===== config.mk =====
export PLATFORM = sky130hd
export DESIGN_NAME = tariff_engine
export DESIGN_NICKNAME = d
export VERILOG_FILES = /design/src/rtl/tariff_engine.sv
export SDC_FILE = /design/constraint.sdc
export NUM_CORES = 1
export LEC_CHECK = 0
export ABC_AREA = 1
export CORE_MARGIN = 8
export CORE_UTILIZATION = 40
export DETAILED_ROUTE_END_ITERATION = 8
export HOLD_SLACK_MARGIN = 0.1
export PLACE_DENSITY = 0.56
export SLEW_MARGIN = 20
export SYNTH_ARGS = -nofsm -noshare
export SYNTH_HDL_FRONTEND = slang
export SYNTH_SLANG_ARGS = --single-unit

===== constraint.sdc =====
create_clock -name clk -period 12.3 [get_ports clk]
set_clock_uncertainty 0.2 [all_clocks]
set_input_delay 3.69 -clock clk [delete_from_list [all_inputs] [get_ports clk]]
set_output_delay 3.69 -clock clk [all_outputs]
set_load 0.01 [all_outputs]

===== src/rtl/tariff_engine.sv =====
// tariff_engine: parking-charge calculator.
// Splits the elapsed time into a low-rate tier and a high-rate tier, multiplies
// each tier by its rate with a serial shift-add multiplier (one multiplier bit
// per cycle), then applies the minimum charge and clamps the result.
// Optional build macro: TARIFF_CAP_EN adds a configurable charge cap
// (CAP_COST) applied after the minimum charge and before the width clamp.
// Without the macro only the output-width clamp exists.

module tariff_engine #(
  parameter int TIME_W      = 8,
  parameter int COST_W      = 12,
  parameter int RATE_LO     = 2,
  parameter int RATE_HI     = 3,
  parameter int TIER_THRESH = 60,
  parameter int MIN_COST    = 2,
  parameter int CAP_COST    = 400
) (
  input  logic              clk,
  input  logic              reset,
  input  logic              req_valid,
  output logic              req_ready,
  input  logic [TIME_W-1:0] parking_time,
  output logic              res_valid,
  input  logic              res_ready,
  output logic [COST_W-1:0] cost,
  output logic              saturated
);

  // Accumulator is wide enough that neither tier product nor their sum wraps.
  localparam int ACC_W = TIME_W + COST_W + 2;
  localparam int CNT_W = $clog2(TIME_W + 1);

  localparam logic [ACC_W-1:0] MIN_V     = ACC_W'(MIN_COST);
  localparam logic [ACC_W-1:0] MAX_V     = (ACC_W'(1) << COST_W) - ACC_W'(1);
  localparam logic [ACC_W-1:0] THRESH_V  = ACC_W'(TIER_THRESH);
  localparam logic [ACC_W-1:0] RATE_LO_V = ACC_W'(RATE_LO);
  localparam logic [ACC_W-1:0] RATE_HI_V = ACC_W'(RATE_HI);
  localparam logic [CNT_W-1:0] LAST_BIT  = CNT_W'(TIME_W - 1);

`ifdef TARIFF_CAP_EN
  localparam logic [ACC_W-1:0] CAP_V = ACC_W'(CAP_COST);
`else
  // Keeps the cap parameter referenced; it has no fanout and builds no hardware.
  logic [ACC_W-1:0] w_unused_cap;
  assign w_unused_cap = ACC_W'(CAP_COST);
`endif

  typedef enum logic [2:0] {
    IDLE   = 3'd0,
    MUL_LO = 3'd1,
    MUL_HI = 3'd2,
    FINAL  = 3'd3,
    DONE   = 3'd4
  } state_t;

  state_t r_state;
  state_t w_state_nxt;

  // Registered outputs
  logic              r_req_ready;
  logic              r_res_valid;
  logic [COST_W-1:0] r_cost;
  logic              r_saturated;

  // Datapath registers
  logic [TIME_W-1:0] r_hi;       // high-tier units, held until the second product
  logic [TIME_W-1:0] r_mplier;   // multiplier, consumed LSB first
  logic [ACC_W-1:0]  r_mcand;    // rate, shifted left once per cycle
  logic [ACC_W-1:0]  r_acc_lo;   // low-tier product
  logic [ACC_W-1:0]  r_acc_hi;   // high-tier product
  logic [CNT_W-1:0]  r_cnt;      // multiplier bit index within a phase

  // Combinational helpers
  logic              w_bit_last;
  logic              w_load;
  logic              w_step_lo;
  logic              w_step_hi;
  logic              w_finish;
  logic              w_consume;
  logic [TIME_W-1:0] w_lo;
  logic [TIME_W-1:0] w_hi;
  logic [ACC_W-1:0]  w_addend;
  logic [ACC_W-1:0]  w_sum;
  logic [ACC_W-1:0]  w_floor;
  logic [ACC_W-1:0]  w_capped;
  logic              w_cap_hit;
  logic [COST_W-1:0] w_cost_nxt;
  logic              w_sat_nxt;

  assign w_bit_last = (r_cnt == LAST_BIT);
  assign w_addend   = r_mplier[0] ? r_mcand : {ACC_W{1'b0}};

  assign req_ready = r_req_ready;
  assign res_valid = r_res_valid;
  assign cost      = r_cost;
  assign saturated = r_saturated;

  // FSM state register; reset abandons any calculation in flight.
  always_ff @(posedge clk or posedge reset) begin
    if (reset) begin
      r_state <= IDLE;
    end else begin
      r_state <= w_state_nxt;
    end
  end

  // FSM next-state logic: fixed-length multiply phases, then wait for the consumer.
  always_comb begin
    w_state_nxt = r_state;
    case (r_state)
      IDLE: begin
        if (req_valid && r_req_ready) begin
          w_state_nxt = MUL_LO;
        end else begin
          w_state_nxt = IDLE;
        end
      end
      MUL_LO: begin
        if (w_bit_last) begin
          w_state_nxt = MUL_HI;
        end else begin
          w_state_nxt = MUL_LO;
        end
      end
      MUL_HI: begin
        if (w_bit_last) begin
          w_state_nxt = FINAL;
        end else begin
          w_state_nxt = MUL_HI;
        end
      end
      FINAL: begin
        w_state_nxt = DONE;
      end
      DONE: begin
        if (res_ready) begin
          w_state_nxt = IDLE;
        end else begin
          w_state_nxt = DONE;
        end
      end
      default: begin
        w_state_nxt = IDLE;
      end
    endcase
  end

  // FSM output decode: per-state datapath strobes.
  always_comb begin
    w_load    = 1'b0;
    w_step_lo = 1'b0;
    w_step_hi = 1'b0;
    w_finish  = 1'b0;
    w_consume = 1'b0;
    case (r_state)
      IDLE:    w_load    = req_valid && r_req_ready;
      MUL_LO:  w_step_lo = 1'b1;
      MUL_HI:  w_step_hi = 1'b1;
      FINAL:   w_finish  = 1'b1;
      DONE:    w_consume = res_ready;
      default: w_load    = 1'b0;
    endcase
  end

  // Tier split of the incoming time: low tier saturates at the threshold.
  always_comb begin
    if (ACC_W'(parking_time) > THRESH_V) begin
      w_lo = TIME_W'(TIER_THRESH);
      w_hi = parking_time - TIME_W'(TIER_THRESH);
    end else begin
      w_lo = parking_time;
      w_hi = {TIME_W{1'b0}};
    end
  end

  // Final charge: add tiers, raise to minimum, optional cap, then width clamp.
  always_comb begin
    w_sum = r_acc_lo + r_acc_hi;
    if (w_sum < MIN_V) begin
      w_floor = MIN_V;
    end else begin
      w_floor = w_sum;
    end
`ifdef TARIFF_CAP_EN
    if (w_floor > CAP_V) begin
      w_capped  = CAP_V;
      w_cap_hit = 1'b1;
    end else begin
      w_capped  = w_floor;
      w_cap_hit = 1'b0;
    end
`else
    w_capped  = w_floor;
    w_cap_hit = 1'b0;
`endif
    if (w_capped > MAX_V) begin
      w_cost_nxt = {COST_W{1'b1}};
      w_sat_nxt  = 1'b1;
    end else begin
      w_cost_nxt = w_capped[COST_W-1:0];
      w_sat_nxt  = w_cap_hit;
    end
  end

  // Handshake flags: ready mirrors the upcoming IDLE state, valid spans DONE.
  always_ff @(posedge clk or posedge reset) begin
    if (reset) begin
      r_req_ready <= 1'b1;
      r_res_valid <= 1'b0;
    end else begin
      r_req_ready <= (w_state_nxt == IDLE);
      if (w_finish) begin
        r_res_valid <= 1'b1;
      end else if (w_consume) begin
        r_res_valid <= 1'b0;
      end
    end
  end

  // Result registers: written only in FINAL so they hold outside DONE.
  always_ff @(posedge clk or posedge reset) begin
    if (reset) begin
      r_cost      <= {COST_W{1'b0}};
      r_saturated <= 1'b0;
    end else if (w_finish) begin
      r_cost      <= w_cost_nxt;
      r_saturated <= w_sat_nxt;
    end
  end

  // Serial shift-add multiplier shared by both tiers; one bit per cycle.
  always_ff @(posedge clk or posedge reset) begin
    if (reset) begin
      r_hi     <= {TIME_W{1'b0}};
      r_mplier <= {TIME_W{1'b0}};
      r_mcand  <= {ACC_W{1'b0}};
      r_acc_lo <= {ACC_W{1'b0}};
      r_acc_hi <= {ACC_W{1'b0}};
      r_cnt    <= {CNT_W{1'b0}};
    end else if (w_load) begin
      r_hi     <= w_hi;
      r_mplier <= w_lo;
      r_mcand  <= RATE_LO_V;
      r_acc_lo <= {ACC_W{1'b0}};
      r_acc_hi <= {ACC_W{1'b0}};
      r_cnt    <= {CNT_W{1'b0}};
    end else if (w_step_lo) begin
      r_acc_lo <= r_acc_lo + w_addend;
      if (w_bit_last) begin
        // Low-tier product complete: reload the shifter for the high tier.
        r_mplier <= r_hi;
        r_mcand  <= RATE_HI_V;
        r_cnt    <= {CNT_W{1'b0}};
      end else begin
        r_mplier <= r_mplier >> 1;
        r_mcand  <= r_mcand << 1;
        r_cnt    <= r_cnt + CNT_W'(1);
      end
    end else if (w_step_hi) begin
      r_acc_hi <= r_acc_hi + w_addend;
      r_mplier <= r_mplier >> 1;
      r_mcand  <= r_mcand << 1;
      if (w_bit_last) begin
        r_cnt <= {CNT_W{1'b0}};
      end else begin
        r_cnt <= r_cnt + CNT_W'(1);
      end
    end
  end

endmodule


# After elaboration in Yosys (flattened, before gate mapping)
# Index checks and enable logic that the tools add are counted.
# classes
order_cmp	3
add_sub_neg	5
eq_ne	6
n_mux	35
n_reduce_logical	8
# ops
cell	count
$mux W22	11
$add A22 B22 Y22	3
$mux W8	6
$gt A22 B12 Y1 const B	1
$lt A22 B2 Y1 const B	1
$mux W4	4
$pmux W3 S5	1
$mux W12	1
$mux W1	10
$gt A8 B6 Y1 const B	1
$sub A8 B6 Y8 const B	1
$eq A3 B2 Y1 const B	2
$logic_not A3 Y1	2
$reduce_bool A2 Y1	3
$add A4 B1 Y4 const B	1
$eq A4 B3 Y1 const B	1
$eq A3 B1 Y1 const B	1
$eq A3 B3 Y1 const B	1
$mux W3	1
$reduce_bool A3 Y1	1
$mux W2	1
$ne A2 B2 Y1 const B	1
$reduce_and A2 Y1	1
$logic_and A1 B1 Y1	1
# word_totals
in_bits	12
out_inout_bits	15
elab_cells	68
register_bits	104

# Logic depth before layout (Yosys ltp)
# depth
ltp_word	5
ltp_mapped	20
depth_no_buf	19

# Least setup slack after synthesis
# No wires, ideal clock.
# synth_path
path_type	input to register
start	input parking_time[2]
end	register r_mplier[3]
setup_slack_ns	7.171
cell_stages	7
setup_time_ns	0.086
required_time_ns	12.014
arrival_ns	4.843
n_path_buf	0
path_cell_list	ha_1 > nand3_1 > o21ai_0 > nand2_1 > nand2_1 > inv_1 > a32oi_1
# synth_via
elab_chain_cells	3
# synth_rtl
item	line	rtl
start, declared	22	input logic [TIME_W-1:0] parking_time,
$gt A8 B6 Y1	167	if (ACC_W'(parking_time) > THRESH_V) begin
$mux W8	167	
$mux W8	240	end else if (w_load) begin
end signal, assigned	235	r_mplier <= {TIME_W{1'b0}};
end signal, assigned	242	r_mplier <= w_lo;
end signal, assigned	251	r_mplier <= r_hi;
end, declared	67	logic [TIME_W-1:0] r_mplier;
# No other way between the ends.
# A chain may end at the register's enable or synchronous reset.

# Final worst setup path
# layout_path
start	input req_valid
end	register r_mplier[0]
# layout_via
elab_chain_cells	3
elab_cells_between_ends	4
cone_classes	mux: 2; reduce/logical: 2
# layout_rtl
item	line	rtl
start, declared	20	input logic req_valid,
$logic_and A1 B1 Y1 (*)	156	IDLE: w_load = req_valid && r_req_ready;
$mux W1 (*)	155	case (r_state)
$reduce_bool A3 Y1 (no source line) / $mux W8 (equally long branches)	n/a	
# Mark *: on every way between the ends. The rest lies on a longest branch, timed or not.

==> impl_results.md <==
- Finished Cell Area: 0.00892 sq mm
- DR vias/cell: 5.06
- CP arrival: 6610 ps
- CP Buf/Inv Count: 5
- Critical path required time: 12310 ps
- Initial antenna violation count: 0
- Routed Wire Length: 21400 um
- Rows: 52
- Synthesized flop and latch total: 104
- Finished Layout Cells: 1468
- Setup tns final: 0 ps
- Cell with the most instances after synthesis: nand2_1
- Peak VDD IR: 0.000115 V
- Hold_buf cts: 0
- Min cycle time layout: 6590 ps
- Synth cell types: 46
- First-pass GRT wire length: 36000 um
- Synth top area share: 0.321
- Total GRT Usage: 0.182
- Post-CTS setup buffer count: 0
- Avg Cell Area, Syn: 6.86 sq um
- Ant diodes: 0
- Share of cells above drive strength 1: 0.0684
- GPL Wtd Cong: 0.878
- DR vias: 7425
- Inst Count DP: 1452
- Worst-path cell chain: clkdlybuf4s50_1, nand4_2, inv_2, nor2_1, buf_4, inv_2, nor2_2, inv_2, nand2_1, o211ai_1
- CP max stage cell: nand2_1
- Clock root cell: clkbuf_16
- Synth Flop Type: dfrtp_1
- Fmax: 152 MHz
- Pre-antenna DRT Iters: 4
- DP Area: 0.00859 sq mm
- Worst-case clock buffer depth: 2
- Crit path launch type: input port
- CTS tree: yes
- Die Ht: 158 um
- Syn Std Cell Area: 0.00803 sq mm
- Max Cap Violations: 0
- Clock Sinks: 104
- Final hold vios: 0
- WL/cell: 14.6 um
- Slowest stage delay, CP: 650 ps
- Syn nets: 1250
- Fin crit share: 0.536
- Cell family with most CP delay: simple AND/OR/NAND/NOR gates
- Die width: 158 um
- Initial Utilization: 0.402
- Largest area contributor in the netlist: dfrtp_1
- Most frequent cells after synthesis: nand2_1, inv_1, dfrtp_1
- Part of the Yosys area used for sequential elements: 0.324
- Ys Warns: 0
- Post-route ant nets: 0
- Crit path max fanout: 31
- Setup violators final: 0
- 1st-iter DRT viols: 338
- Cell mode on critical path: inv_2
- # IOs: 27
- Number of synthesized flops with an enable pin: 0
- Largest net degree at the start of global routing: 82
- Area growth, synth to finish: 11.1%
- Fin nets: 1273
- Max-slew violation count: 0
- Unrepaired setup endpoints after global routing: no
- P_leak: 4.80 nW
- Core ar.: 0.0200 sq mm
- Status: finished, final reports clean
- Overflow after GRT: 0
- Vias in the first global route: 7235
- Top cells by area, synth: dfrtp_1, nand2_1, ha_1, inv_1, a21oi_1
- Worst min path class: reg -> reg
- Clock-pin slew on the worst setup and hold paths: 80 ps
- Worst skew pair latency: 360 ps
- H-Tree Depth: 3
- CTS Buf Count: 9
- Die ar.: 0.0249 sq mm
- Fill cells: 2148
- CP endpoint kind: register
- DRC violations left: 0
- Synthesized instance count: 1170
- Crit path kind: in -> reg
- Worst-Margin Slew: 770 ps
- Slew HR: 0.487
- PostCTS Resize Cnt: 0
- Post-synth ARST share: 1.00
- Port-buffer cells: 26
- Power per cell area: 199 mW/mm^2
- Hpwl dp: 17300 um
flip-flops by register name, indices dropped and copies added, names as in the netlist:
name / flops
r_acc_hi: 22
r_acc_lo: 22
r_mcand: 22
cost: 12
r_hi: 8
r_mplier: 8
r_cnt: 4
r_state: 3
req_ready: 1
res_valid: 1
saturated: 1
worst min-delay path, delay by kind of cell, from the launching register on:
kind,cells,cell delay [ps]
flip-flops,1,360
AND/OR/NAND/NOR,1,60
AO/OA/AOI/OAI,1,60
path summary, 6_finish.rpt:
check | start | to | slack, ps | cells after the start
worst max-delay path | req_valid | r_mplier[0] | 5710 | 10
worst min-delay path | r_mcand[21] | r_mcand[21] | 320 | 2
worst max register to register | r_mplier[0] | r_acc_lo[12] | 8520 | 17
worst min register to register | r_mcand[21] | r_mcand[21] | 320 | 2
max in group asynchronous | reset | r_acc_hi[20] | 7380 | 3
min in group asynchronous | reset | cost[0] | 3440 | 2
area by class of cell:
cell class	count	area, sq um	area share
clock buffer	9	225	0.0253
clock inverter	7	96.3	0.0108
inverter	176	663	0.0744
multi-input combinational	870	4680	0.525
sequential	104	2600	0.292
tap	270	338	0.0379
timing repair buffer	32	309	0.0347
kinds of logic (layout without fill, tap and decap cells):
kind of cell    Yosys count  in the layout  share of synthesized area
simple gates            565            565                      0.302
compound gates          220            220                      0.153
buf+inv                 196            224                     0.0930
xor+xnor                 17             17                     0.0185
fa+ha+maj                68             68                      0.109
flops                   104            104                      0.324
per-layer routing:
layer	track usage	routed length (um)
met2	0.305	10200
met1	0.237	10100
met4	0.0635	499
met5	0	0
met3	0.0232	625
through the flow:
stage / setup WS, ps / hold slack (ps) / util / power, mW
after CTS: 5690 / 317 / 0.446 / 1.79
final: 5710 / 318 / 0.447 / 1.78
after global routing: 5370 / 348 / 0.447 / 1.94
after detailed placement: 5320 / 295 / 0.430 / 1.48
after floorplan: 5680 / 247 / - / 1.21
after global placement: 5330 / 283 / 0.430 / 1.47
cells in the final DEF, fill, tap and decap left out, types with 3 or more instances in the layout:
| cell type | netlist | layout |
|---|---|---|
| nand2_1 | 351 | 351 |
| inv_1 | 161 | 160 |
| dfrtp_1 | 103 | 103 |
| nor2_1 | 86 | 86 |
| a21oi_1 | 82 | 82 |
| o21ai_0 | 79 | 79 |
| ha_1 | 65 | 65 |
| nand3_1 | 56 | 56 |
| o22ai_1 | 26 | 26 |
| clkdlybuf4s50_1 | 0 | 26 |
| inv_2 | 15 | 15 |
| or2_2 | 14 | 14 |
| nand2_2 | 11 | 11 |
| nand4_1 | 11 | 11 |
| xor2_1 | 10 | 10 |
| clkbuf_16 | 0 | 9 |
| nor3_1 | 9 | 8 |
| nand3b_1 | 8 | 8 |
| xnor2_1 | 7 | 7 |
| a21o_1 | 7 | 7 |
| nand3_2 | 5 | 5 |
| buf_4 | 1 | 5 |
| nor2_2 | 4 | 4 |
| a31oi_1 | 4 | 4 |
| clkinv_8 | 0 | 4 |
| nor4_1 | 3 | 3 |
| nor2_4 | 3 | 3 |
| a32o_1 | 3 | 3 |
| o31ai_1 | 3 | 3 |
| fa_1 | 3 | 3 |
power by group:
part,internal [mW],switching [mW]
sequential,0.468,0.0980
combinational,0.328,0.577
clock,0.148,0.157
No activity file was read; power rests on OpenSTA's default activity.
